[src/rtl/simmem_pkg.sv]
// Shared definitions for the simulated-memory response path.
// Holds the sizing defaults used by both the release scheduler and the
// linked-list response bank, plus the delay-slot state record.
package simmem_pkg;

  localparam int unsigned IDWidth     = 4;
  localparam int unsigned NumSlots    = 8;
  localparam int unsigned DelayWidth  = 8;
  localparam int unsigned CreditWidth = 6;
  localparam int unsigned NumIds      = 2 ** IDWidth;

  // One delay slot: a request waiting for its delay to elapse.
  typedef struct packed {
    logic                  valid;
    logic [IDWidth-1:0]    id;
    logic [DelayWidth-1:0] cnt;
  } slot_t;

endpackage

[src/rtl/simmem_delay_slot.sv]
// One delay slot of the release scheduler.
// A free slot captures (id, delay) on load_i. A valid slot counts down one
// per cycle; in the cycle its counter is zero it raises expire_o and goes
// invalid at the following edge.
// Ports:
//   clk_i, rst_i    clock, synchronous active-high reset
//   load_i          capture load_id_i/load_delay_i (only honoured when free)
//   load_id_i       ID of the request being loaded
//   load_delay_i    delay of the request being loaded
//   valid_o         slot currently holds a request
//   id_o            ID held by the slot
//   expire_o        slot expires this cycle (valid and counter at zero)
module simmem_delay_slot
  import simmem_pkg::*;
(
  input  logic                  clk_i,
  input  logic                  rst_i,
  input  logic                  load_i,
  input  logic [IDWidth-1:0]    load_id_i,
  input  logic [DelayWidth-1:0] load_delay_i,
  output logic                  valid_o,
  output logic [IDWidth-1:0]    id_o,
  output logic                  expire_o
);

  slot_t slot_q;
  slot_t slot_d;

  assign valid_o  = slot_q.valid;
  assign id_o     = slot_q.id;
  assign expire_o = slot_q.valid && (slot_q.cnt == '0);

  // An expiring slot still reads as valid this cycle, so it cannot be
  // reloaded until the next one.
  always_comb begin
    slot_d = slot_q;
    if (slot_q.valid) begin
      if (expire_o) begin
        slot_d.valid = 1'b0;
      end else begin
        slot_d.cnt = slot_q.cnt - DelayWidth'(1);
      end
    end else if (load_i) begin
      slot_d.valid = 1'b1;
      slot_d.id    = load_id_i;
      slot_d.cnt   = load_delay_i;
    end
  end

  always_ff @(posedge clk_i) begin
    if (rst_i) begin
      slot_q <= '0;
    end else begin
      slot_q <= slot_d;
    end
  end

endmodule

[src/rtl/simmem_release_scheduler.sv]
// Release scheduler for the simulated-memory response bank.
// Each accepted request waits in a delay slot; when it expires it turns
// into a release credit for its ID. release_en_o[id] is high while that ID
// holds a credit; every response the bank reports on the consume port
// spends one credit.
// Handshake: a request transfers in a cycle where req_valid_i and
// req_ready_o are both high; req_ready_o never depends on req_valid_i, and
// the offer may change freely while ready is low. consume_valid_i is a
// single-cycle report with no back-pressure.
// Ports:
//   clk_i, rst_i      clock, synchronous active-high reset
//   req_valid_i       new request offered
//   req_ready_o       a slot is free and the ID is not saturated
//   req_id_i          request ID
//   req_delay_i       request delay in cycles
//   consume_valid_i   bank emitted one response this cycle
//   consume_id_i      ID of that response
//   release_en_o      per-ID release enable (credit nonzero)
//   busy_o            any slot valid or any credit nonzero
module simmem_release_scheduler
  import simmem_pkg::*;
(
  input  logic                  clk_i,
  input  logic                  rst_i,
  input  logic                  req_valid_i,
  output logic                  req_ready_o,
  input  logic [IDWidth-1:0]    req_id_i,
  input  logic [DelayWidth-1:0] req_delay_i,
  input  logic                  consume_valid_i,
  input  logic [IDWidth-1:0]    consume_id_i,
  output logic [NumIds-1:0]     release_en_o,
  output logic                  busy_o
);

  logic [NumSlots-1:0] slot_valid;
  logic [NumSlots-1:0] slot_expire;
  logic [NumSlots-1:0] slot_load;
  logic [IDWidth-1:0]  slot_id [NumSlots];

  logic [NumSlots-1:0] free_onehot;
  logic                any_free;
  logic                accept;

  // Outstanding counts pending slots plus credits, so credit <= outstanding
  // and neither counter can overflow once outstanding is capped.
  logic [CreditWidth-1:0] credit_q [NumIds];
  logic [CreditWidth-1:0] credit_d [NumIds];
  logic [CreditWidth-1:0] outst_q  [NumIds];
  logic [CreditWidth-1:0] outst_d  [NumIds];
  logic [CreditWidth-1:0] n_exp    [NumIds];
  logic [NumIds-1:0]      cons_hit;
  logic [NumIds-1:0]      acc_hit;
  logic [NumIds-1:0]      credit_nz;

  // Lowest-index free slot.
  always_comb begin
    free_onehot = '0;
    any_free    = 1'b0;
    for (int s = 0; s < NumSlots; s++) begin
      if (!slot_valid[s] && !any_free) begin
        free_onehot[s] = 1'b1;
        any_free       = 1'b1;
      end
    end
  end

  assign req_ready_o = !rst_i && any_free && (outst_q[req_id_i] != '1);
  assign accept      = req_valid_i && req_ready_o;
  assign slot_load   = {NumSlots{accept}} & free_onehot;

  for (genvar s = 0; s < NumSlots; s++) begin : g_slot
    simmem_delay_slot u_slot (
      .clk_i        (clk_i),
      .rst_i        (rst_i),
      .load_i       (slot_load[s]),
      .load_id_i    (req_id_i),
      .load_delay_i (req_delay_i),
      .valid_o      (slot_valid[s]),
      .id_o         (slot_id[s]),
      .expire_o     (slot_expire[s])
    );
  end

  // Number of slots of each ID expiring this cycle.
  always_comb begin
    n_exp = '{default: '0};
    for (int x = 0; x < NumIds; x++) begin
      for (int s = 0; s < NumSlots; s++) begin
        if (slot_expire[s] && (slot_id[s] == IDWidth'(x))) begin
          n_exp[x] = n_exp[x] + CreditWidth'(1);
        end
      end
    end
  end

  // A consume against an empty credit is a protocol error and is ignored.
  always_comb begin
    cons_hit = '0;
    acc_hit  = '0;
    if (consume_valid_i && (credit_q[consume_id_i] != '0)) begin
      cons_hit[consume_id_i] = 1'b1;
    end
    if (accept) begin
      acc_hit[req_id_i] = 1'b1;
    end
  end

  always_comb begin
    credit_d = credit_q;
    outst_d  = outst_q;
    for (int x = 0; x < NumIds; x++) begin
      credit_d[x] = credit_q[x] + n_exp[x] - CreditWidth'(cons_hit[x]);
      outst_d[x]  = outst_q[x] + CreditWidth'(acc_hit[x]) - CreditWidth'(cons_hit[x]);
    end
  end

  always_ff @(posedge clk_i) begin
    if (rst_i) begin
      credit_q <= '{default: '0};
      outst_q  <= '{default: '0};
    end else begin
      credit_q <= credit_d;
      outst_q  <= outst_d;
    end
  end

  always_comb begin
    credit_nz = '0;
    for (int x = 0; x < NumIds; x++) begin
      credit_nz[x] = (credit_q[x] != '0);
    end
  end

  assign release_en_o = rst_i ? '0 : credit_nz;
  assign busy_o       = !rst_i && ((|slot_valid) || (|credit_nz));

  consume_has_credit: assert property (
    @(posedge clk_i) disable iff (rst_i)
    consume_valid_i |-> (credit_q[consume_id_i] != '0)
  );

endmodule

[config.mk]
export PLATFORM = sky130hd
export DESIGN_NAME = simmem_release_scheduler
export DESIGN_NICKNAME = d
export VERILOG_FILES = /design/src/rtl/simmem_pkg.sv /design/src/rtl/simmem_delay_slot.sv /design/src/rtl/simmem_release_scheduler.sv
export SDC_FILE = /design/constraint.sdc
export NUM_CORES = 1
export LEC_CHECK = 0
export BUFFER_PORTS_ARGS = -buffer_cell sky130_fd_sc_hd__buf_2
export CAP_MARGIN = 20
export CORE_MARGIN = 1.5
export CORE_UTILIZATION = 65
export CTS_CLUSTER_DIAMETER = 200
export DETAILED_ROUTE_END_ITERATION = 10
export GPL_TIMING_DRIVEN = 0
export PLACE_DENSITY = 0.82
export SLEW_MARGIN = 20
export SYNTH_ARGS = -nofsm -noshare
export SYNTH_HDL_FRONTEND = slang
export SYNTH_SLANG_ARGS = --single-unit
[constraint.sdc]
create_clock -name clk_i -period 13.7 [get_ports clk_i]
set_input_delay 1.37 -clock clk_i [delete_from_list [all_inputs] [get_ports clk_i]]
set_output_delay 1.37 -clock clk_i [all_outputs]
set_load 0.05 [all_outputs]
==> impl_metrics.json, run 1 <==
{
  "status": "completed",
  "antenna_cells": 0,
  "setup_violations": 0,
  "path_class": "flop to flop",
  "synth_edf_count": 0,
  "syn_avg_cell_area_sq_um": 7.988,
  "synth.area.top_cells": "dfxtp_1 20%, ha_1 17%, xnor2_1 6.3%",
  "start_kind": "flop",
  "p_per_area_nw_per_um2": 109.4,
  "die_w_um": 213.9,
  "hold_buffers": 0,
  "skew_ns": 0.02491,
  "cts_tree": "yes",
  "gp_congestion": 1.023,
  "row_count": 77,
  "required_ns": 14.12,
  "clk_latency_ns": 0.57,
  "yosysUniqueCellTypes": 100,
  "vias": 25879,
  "end_kind": "flop",
  "clock_tree.root_cell": "clkbuf_16",
  "grt_max_degree": 13,
  "ir_worst_vdd_uv": 137.2,
  "routed_wl_um": 81250,
  "cp_common_cell": "ha_1",
  "synth_top_area_share_pct": 20.49,
  "pwr-share-seq_pct": 31.8,
  "core_sq_um": 44030,
  "switchingPower_mw": 1.226,
  "drtAntennaViolNets": 0,
  "grt_use_total_pct": 35.24,
  "synth_cells": 3620,
  "yosysSeqAreaShare_pct": 20.49,
  "finalPower_mw": 3.399,
  "path_max_fanout": 8,
  "clock_power_share_pct": 30.0,
  "fin_tns_setup_ns": 0,
  "grt_pass1_vias": 24956,
  "wl_per_cell_um": 18.87,
  "place_hpwl_um": 63160,
  "first_pass_iters": 5,
  "worst_pin_slew_ns": 1.244,
  "yosys.area.top_type": "dfxtp_1",
  "fp.dieH_um": 213.9,
  "slew_headroom_pct": 17.07,
  "area_delta_synth_final_pct": 7.494,
  "arrival_ns": 8.63,
  "port_buffers": 25,
  "finalCriticalPeriod_ns": 8.210,
  "p_leak_nw": 13.47,
  "clock-sinks": 296,
  "slowest_delay_ns": 0.77,
  "synth_flop_cell": "dfxtp_1",
  "yosysWarnings": 0,
  "slowest_stage": "nor3b_1",
  "hold_path_class": "flop to flop",
  "avgViaCountPerCell": 6.011,
  "initialDrtViolationCount": 2251,
  "synth_seq_cells": 296,
  "io_pins": 38,
  "internal-power_mw": 2.173,
  "initial_core_util_pct": 65.68,
  "switching_share_pct": 36.07,
  "cap_violations": 0,
  "clk_path_buf_depth": 3,
  "grt_pass1_wl_um": 130000,
  "synth_nets": 4060,
  "fmax_ghz": 0.1218,
  "drive_above_1_share_pct": 5.683,
  "die-area_sq_um": 45760,
  "grt_antenna_before_repair": 0,
  "nets": 4124,
  "rsz0062_at_grt": "false",
  "drc": 0,
  "clk_pin_slew_ns": 0.06,
  "syn_area_sq_um": 28920,
  "async_reset_ff_share_pct": 0,
  "fin_crit_sh_pct": 59.93,
  "drv_slew": 0,
  "combPwrFrac_pct": 38.1,
  "gr-total-overflow": 0,
  "numCtsBuffers": 37,
  "cts.htree.levels": 2,
  "post-cts-setup-buffers": 0,
  "hold_viol_final": 0,
  "cts_resized": 0
}
==> power groups by stage <==
stage	combinational [mW]	clock [mW]	sequential, mW
5_1_grt	1.44	1.06	1.10
3_5_place_dp	1.26	0	1.10
4_1_cts	1.29	1.02	1.08
2_1_floorplan	1.03	0	1.07
6_report	1.30	1.02	1.08
3_3_place_gp	1.21	0	1.09
==> sequential cells by signal, summed over array words and instances (netlist names) <==
register	count
credit_q	96
g_slot.u_slot.id_o	32
g_slot.u_slot.slot_q	64
g_slot.u_slot.valid_o	8
outst_q	96
==> logic make-up after synthesis <==
family	synth area share, %
muxes	3.561
buffers and inverters	8.009
and+or+nand+nor	23.34
AOI/OAI and AO/OA	12.07
xor gates and xnor gates	13.49
adders and majority gates	19.04
DFF	20.49
==> layout by cell type, fill, tap and decap left out, drive strengths merged, types with 11 or more instances in the layout <==
cell type and n:
or2 19, nand2 203, and3 23, nand3 79, xnor2 219, mux2i 68, clkbuf 159, xnor3 11
nor4bb 12, xor2 166, nor3 96, fa 32, nor2b 72, o31ai 19, inv 484, o21ai 50
dfxtp 296, mux2 11, or3 23, nor4b 15, nor4 86, nor2 437, a221oi 20, buf 46
a31oi 16, nand2b 39, or4 22, nand3b 16, ha 388, a211oi 17, nor3b 19, nand4 69
a21oi 174, a21o 135, and2 18
==> layer usage <==
metal | vias to the layer above | track usage [%] | part of all wire [%]
li1 | 12500 | - | -
met4 | 0 | 18.42 | 5.5
met5 | - | 0 | 0
met3 | 254 | 4.705 | 7.1
met2 | 997 | 57.37 | 45
met1 | 12128 | 45.54 | 43
==> area by class of cell <==
class,count,area [sq um]
sequential,296,5926
inverter,482,1809
fill,3488,12940
tap,592,740.7
multi-input combinational,2720,20710
clock inverter,10,107.6
buffer,122,506.7
timing repair buffer,25,125.1
clock buffer,58,1156
==> path summary, 6_finish.rpt <==
| kind | from | endpoint | slack [ns] | cells past startpoint |
|---|---|---|---|---|
| max reg2reg | g_slot[1].u_slot.slot_q[2]$_SDFFE_PP0P_ | credit_q[41]$_SDFF_PP0_ | 5.49 | 31 |
| min | g_slot[7].u_slot.slot_q[0]$_SDFFE_PP0P_ | g_slot[7].u_slot.slot_q[0]$_SDFFE_PP0P_ | 0.49 | 2 |
| max | g_slot[1].u_slot.slot_q[2]$_SDFFE_PP0P_ | credit_q[41]$_SDFF_PP0_ | 5.49 | 31 |
| min reg2reg | g_slot[7].u_slot.slot_q[0]$_SDFFE_PP0P_ | g_slot[7].u_slot.slot_q[0]$_SDFFE_PP0P_ | 0.49 | 2 |
==> metrics by stage <==
step	worst slack [ns]	std cells	hold slack [ns]	instance area (sq um)	utilization (%)
after floorplan	7.484	3620	0.4450	28920	-
after global placement	6.013	4237	0.4548	29780	67.64
after detailed placement	5.954	4237	0.4770	29810	67.70
after CTS	5.842	4305	0.4880	31070	70.57
after global routing	5.104	4305	0.5102	31080	70.60
final	5.490	4305	0.4860	31080	70.60
==> cell usage after synthesis, types with 23 or more instances <==
cell type and number:
and3_1 23, nor4_1 62, or3_1 23, clkbuf_1 99, fa_1 32, nand3_1 78, xor2_1 161, mux2i_1 68
a21o_1 135, dfxtp_1 296, nor3_1 94, nor2_1 436, nand2b_1 39, nor2b_1 72, a21oi_1 174, o21ai_0 47
nand4_1 69, inv_1 482, nand2_1 203, xnor2_1 207, ha_1 388
==> worst max-delay path, delay by kind of cell, from the launching register on <==
family / cells / cell delay (ns)
xor gates and xnor gates: 1 / 0.14
AOI/OAI and AO/OA: 8 / 1.60
and+or+nand+nor: 12 / 3.66
DFF: 1 / 0.34
adders and majority gates: 8 / 2.19
buffers and inverters: 2 / 0.15
Power figures use the tool's default switching activity.
==> run 2: changes to the inputs <==
- CORE_UTILIZATION: 65 -> 59
- PLACE_DENSITY: 0.82 -> 0.78
- clock period: 13.7 -> 6.97 ns (I/O delays scaled with it)
==> impl_metrics.json, run 2 (synthesized netlist as in run 1, its figures left out) <==
{
  "grt_pass1_wl_um": 127500,
  "place_hpwl_um": 63430,
  "p_per_area_nw_per_um2": 211.0,
  "cp_common_cell": "ha_1",
  "timing.rr.start": "g_slot[1].u_slot.slot_q[2]$_SDFFE_PP0P_",
  "status": "completed",
  "worstSetupStartpoint": "g_slot[1].u_slot.slot_q[2]$_SDFFE_PP0P_",
  "fill_cells": 3990,
  "gp_congestion": 1.008,
  "finalCriticalPeriod_ns": 6.811,
  "worst_pin_slew_ns": 1.106,
  "avgViaCountPerCell": 5.932,
  "min_path_cells": 2,
  "drc": 0,
  "clock-sinks": 296,
  "fp.dieH_um": 224.4,
  "clk_pin_slew_ns": 0.06,
  "post-place-ws_ns": -0.8090,
  "reg_top3": "credit_q (96), outst_q (96), g_slot.u_slot.slot_q (64)",
  "cp_num_cells": 30,
  "slowest_delay_ns": 0.55,
  "wl_per_cell_um": 18.74,
  "required_ns": 7.38,
  "hold_viol_final": 0,
  "critical_path_buf_inv_count": 2,
  "initialDrtViolationCount": 2291,
  "antenna_cells": 0,
  "area_delta_synth_final_pct": 9.238,
  "core_sq_um": 48050,
  "grt_use_total_pct": 31.83,
  "grt_max_degree": 13,
  "end_kind": "flop",
  "gr-total-overflow": 0,
  "port_buffers": 25,
  "row_count": 80,
  "numCtsBuffers": 36,
  "finalPower_mw": 6.666,
  "drive_above_1_share_pct": 7.314,
  "die-area_sq_um": 50350,
  "fin_hold_ws_ns": 0.4764,
  "multi_input_area_sq_um": 21120,
  "fin_crit_sh_pct": 97.72,
  "io_pins": 38,
  "routed_wl_um": 81220,
  "timing.final.ws_setup_ns": 0.1588,
  "cts_tree": "yes",
  "vias": 25710,
  "setup_violations": 0,
  "layout_common_cells": "482 x inv_1, 430 x nor2_1, 387 x ha_1",
  "fmax_ghz": 0.1468,
  "die_w_um": 224.4,
  "hold_path_class": "flop to flop",
  "slew_headroom_pct": 25.60,
  "clock_tree.root_cell": "clkbuf_16",
  "final_util_pct": 65.74,
  "start_kind": "flop",
  "skew_ns": 0.03581,
  "cap_violations": 0,
  "r2r_cells": 30,
  "grt_antenna_before_repair": 0,
  "drv_slew": 0,
  "regArea_sq_um": 5926,
  "ir_worst_vdd_uv": 263.7,
  "rsz0062_at_grt": "true",
  "grt_pass1_vias": 24224,
  "holdCritStartpoint": "g_slot[7].u_slot.slot_q[1]$_SDFFE_PP0P_",
  "path_max_fanout": 8,
  "cts.htree.levels": 2,
  "arrival_ns": 7.22,
  "first_pass_iters": 7,
  "clk_latency_ns": 0.58,
  "final_common_cell": "inv_1",
  "p_leak_nw": 13.60,
  "crit_family": "simple AND/OR/NAND/NOR gates",
  "clk_path_buf_depth": 3,
  "fin_tns_setup_ns": 0,
  "path_class": "flop to flop",
  "slowest_stage": "or4_4",
  "nets": 4133,
  "drtAntennaViolNets": 0,
  "initial_core_util_pct": 60.18
}
run 2: cell types whose count changed in the layout (fill, tap and decap cells not counted), sizes merged:
cell,delta
buf,+10
clkbuf,-6
bufinv,+4
clkinv,-2
run 2: layout make-up:
type                    count  area share, %
inverters                 482          5.728
multi-input cells        2720          66.87
flip-flops and latches    296          18.76
repair buffers             35         0.6338
clock inverters            12         0.6892
plain buffers             122          1.616
well taps                 615          2.436
clock buffers              52          3.264
run 2: worst register-to-register path: cells and delay by family, from the launching register on:
kind                     cells  cell delay (ns)
XOR/XNOR                     1             0.14
adder cells (fa/ha/maj)      8             2.14
multiplexers                 2             0.43
AND/OR/NAND/NOR             11             2.43
buffers and inverters        2             0.16
AO/OA/AOI/OAI                6             0.97
flip-flops                   1             0.37
run 2: what timing repair did:
| action | 4_1_cts | 5_1_grt |
|---|---|---|
| hold buffers | 0 | 0 |
| pin swaps | 2 | 10 |
| gates resized for setup | 19 | 57 |
| setup buffers | 2 | 8 |
| endpoints found under the setup margin | 44 | 26 |
run 2: per-layer routing:
layer	vias to the layer above	global-route usage, %	part of all wire, %
li1	12525	-	-
met4	0	14.57	4.9
met2	902	51.83	45
met1	12069	41.93	44
met3	214	4.219	6.7
met5	-	0	0
run 2: worst paths after layout:
| path | to | slack, ns |
|---|---|---|
| worst max register to register | credit_q[47]$_SDFF_PP0_ | 0.16 |
| worst min register to register | g_slot[7].u_slot.slot_q[1]$_SDFFE_PP0P_ | 0.48 |
| worst max-delay path | credit_q[47]$_SDFF_PP0_ | 0.16 |
| worst min-delay path | g_slot[7].u_slot.slot_q[1]$_SDFFE_PP0P_ | 0.48 |
run 2: power breakdown:
part           switching (mW)  internal, mW  total [mW]
sequential              0.176          1.95        2.13
clock                   0.786          1.22        2.01
combinational            1.39          1.14        2.53
total                    2.35          4.31        6.67
run 2: per-stage QoR:
step                std cells  instance area, sq um
floorplan                3620                 28920
global placement         4260                 29810
detailed placement       4260                 29840
CTS                      4326                 31200
global route             4334                 31590
finish                   4334                 31590
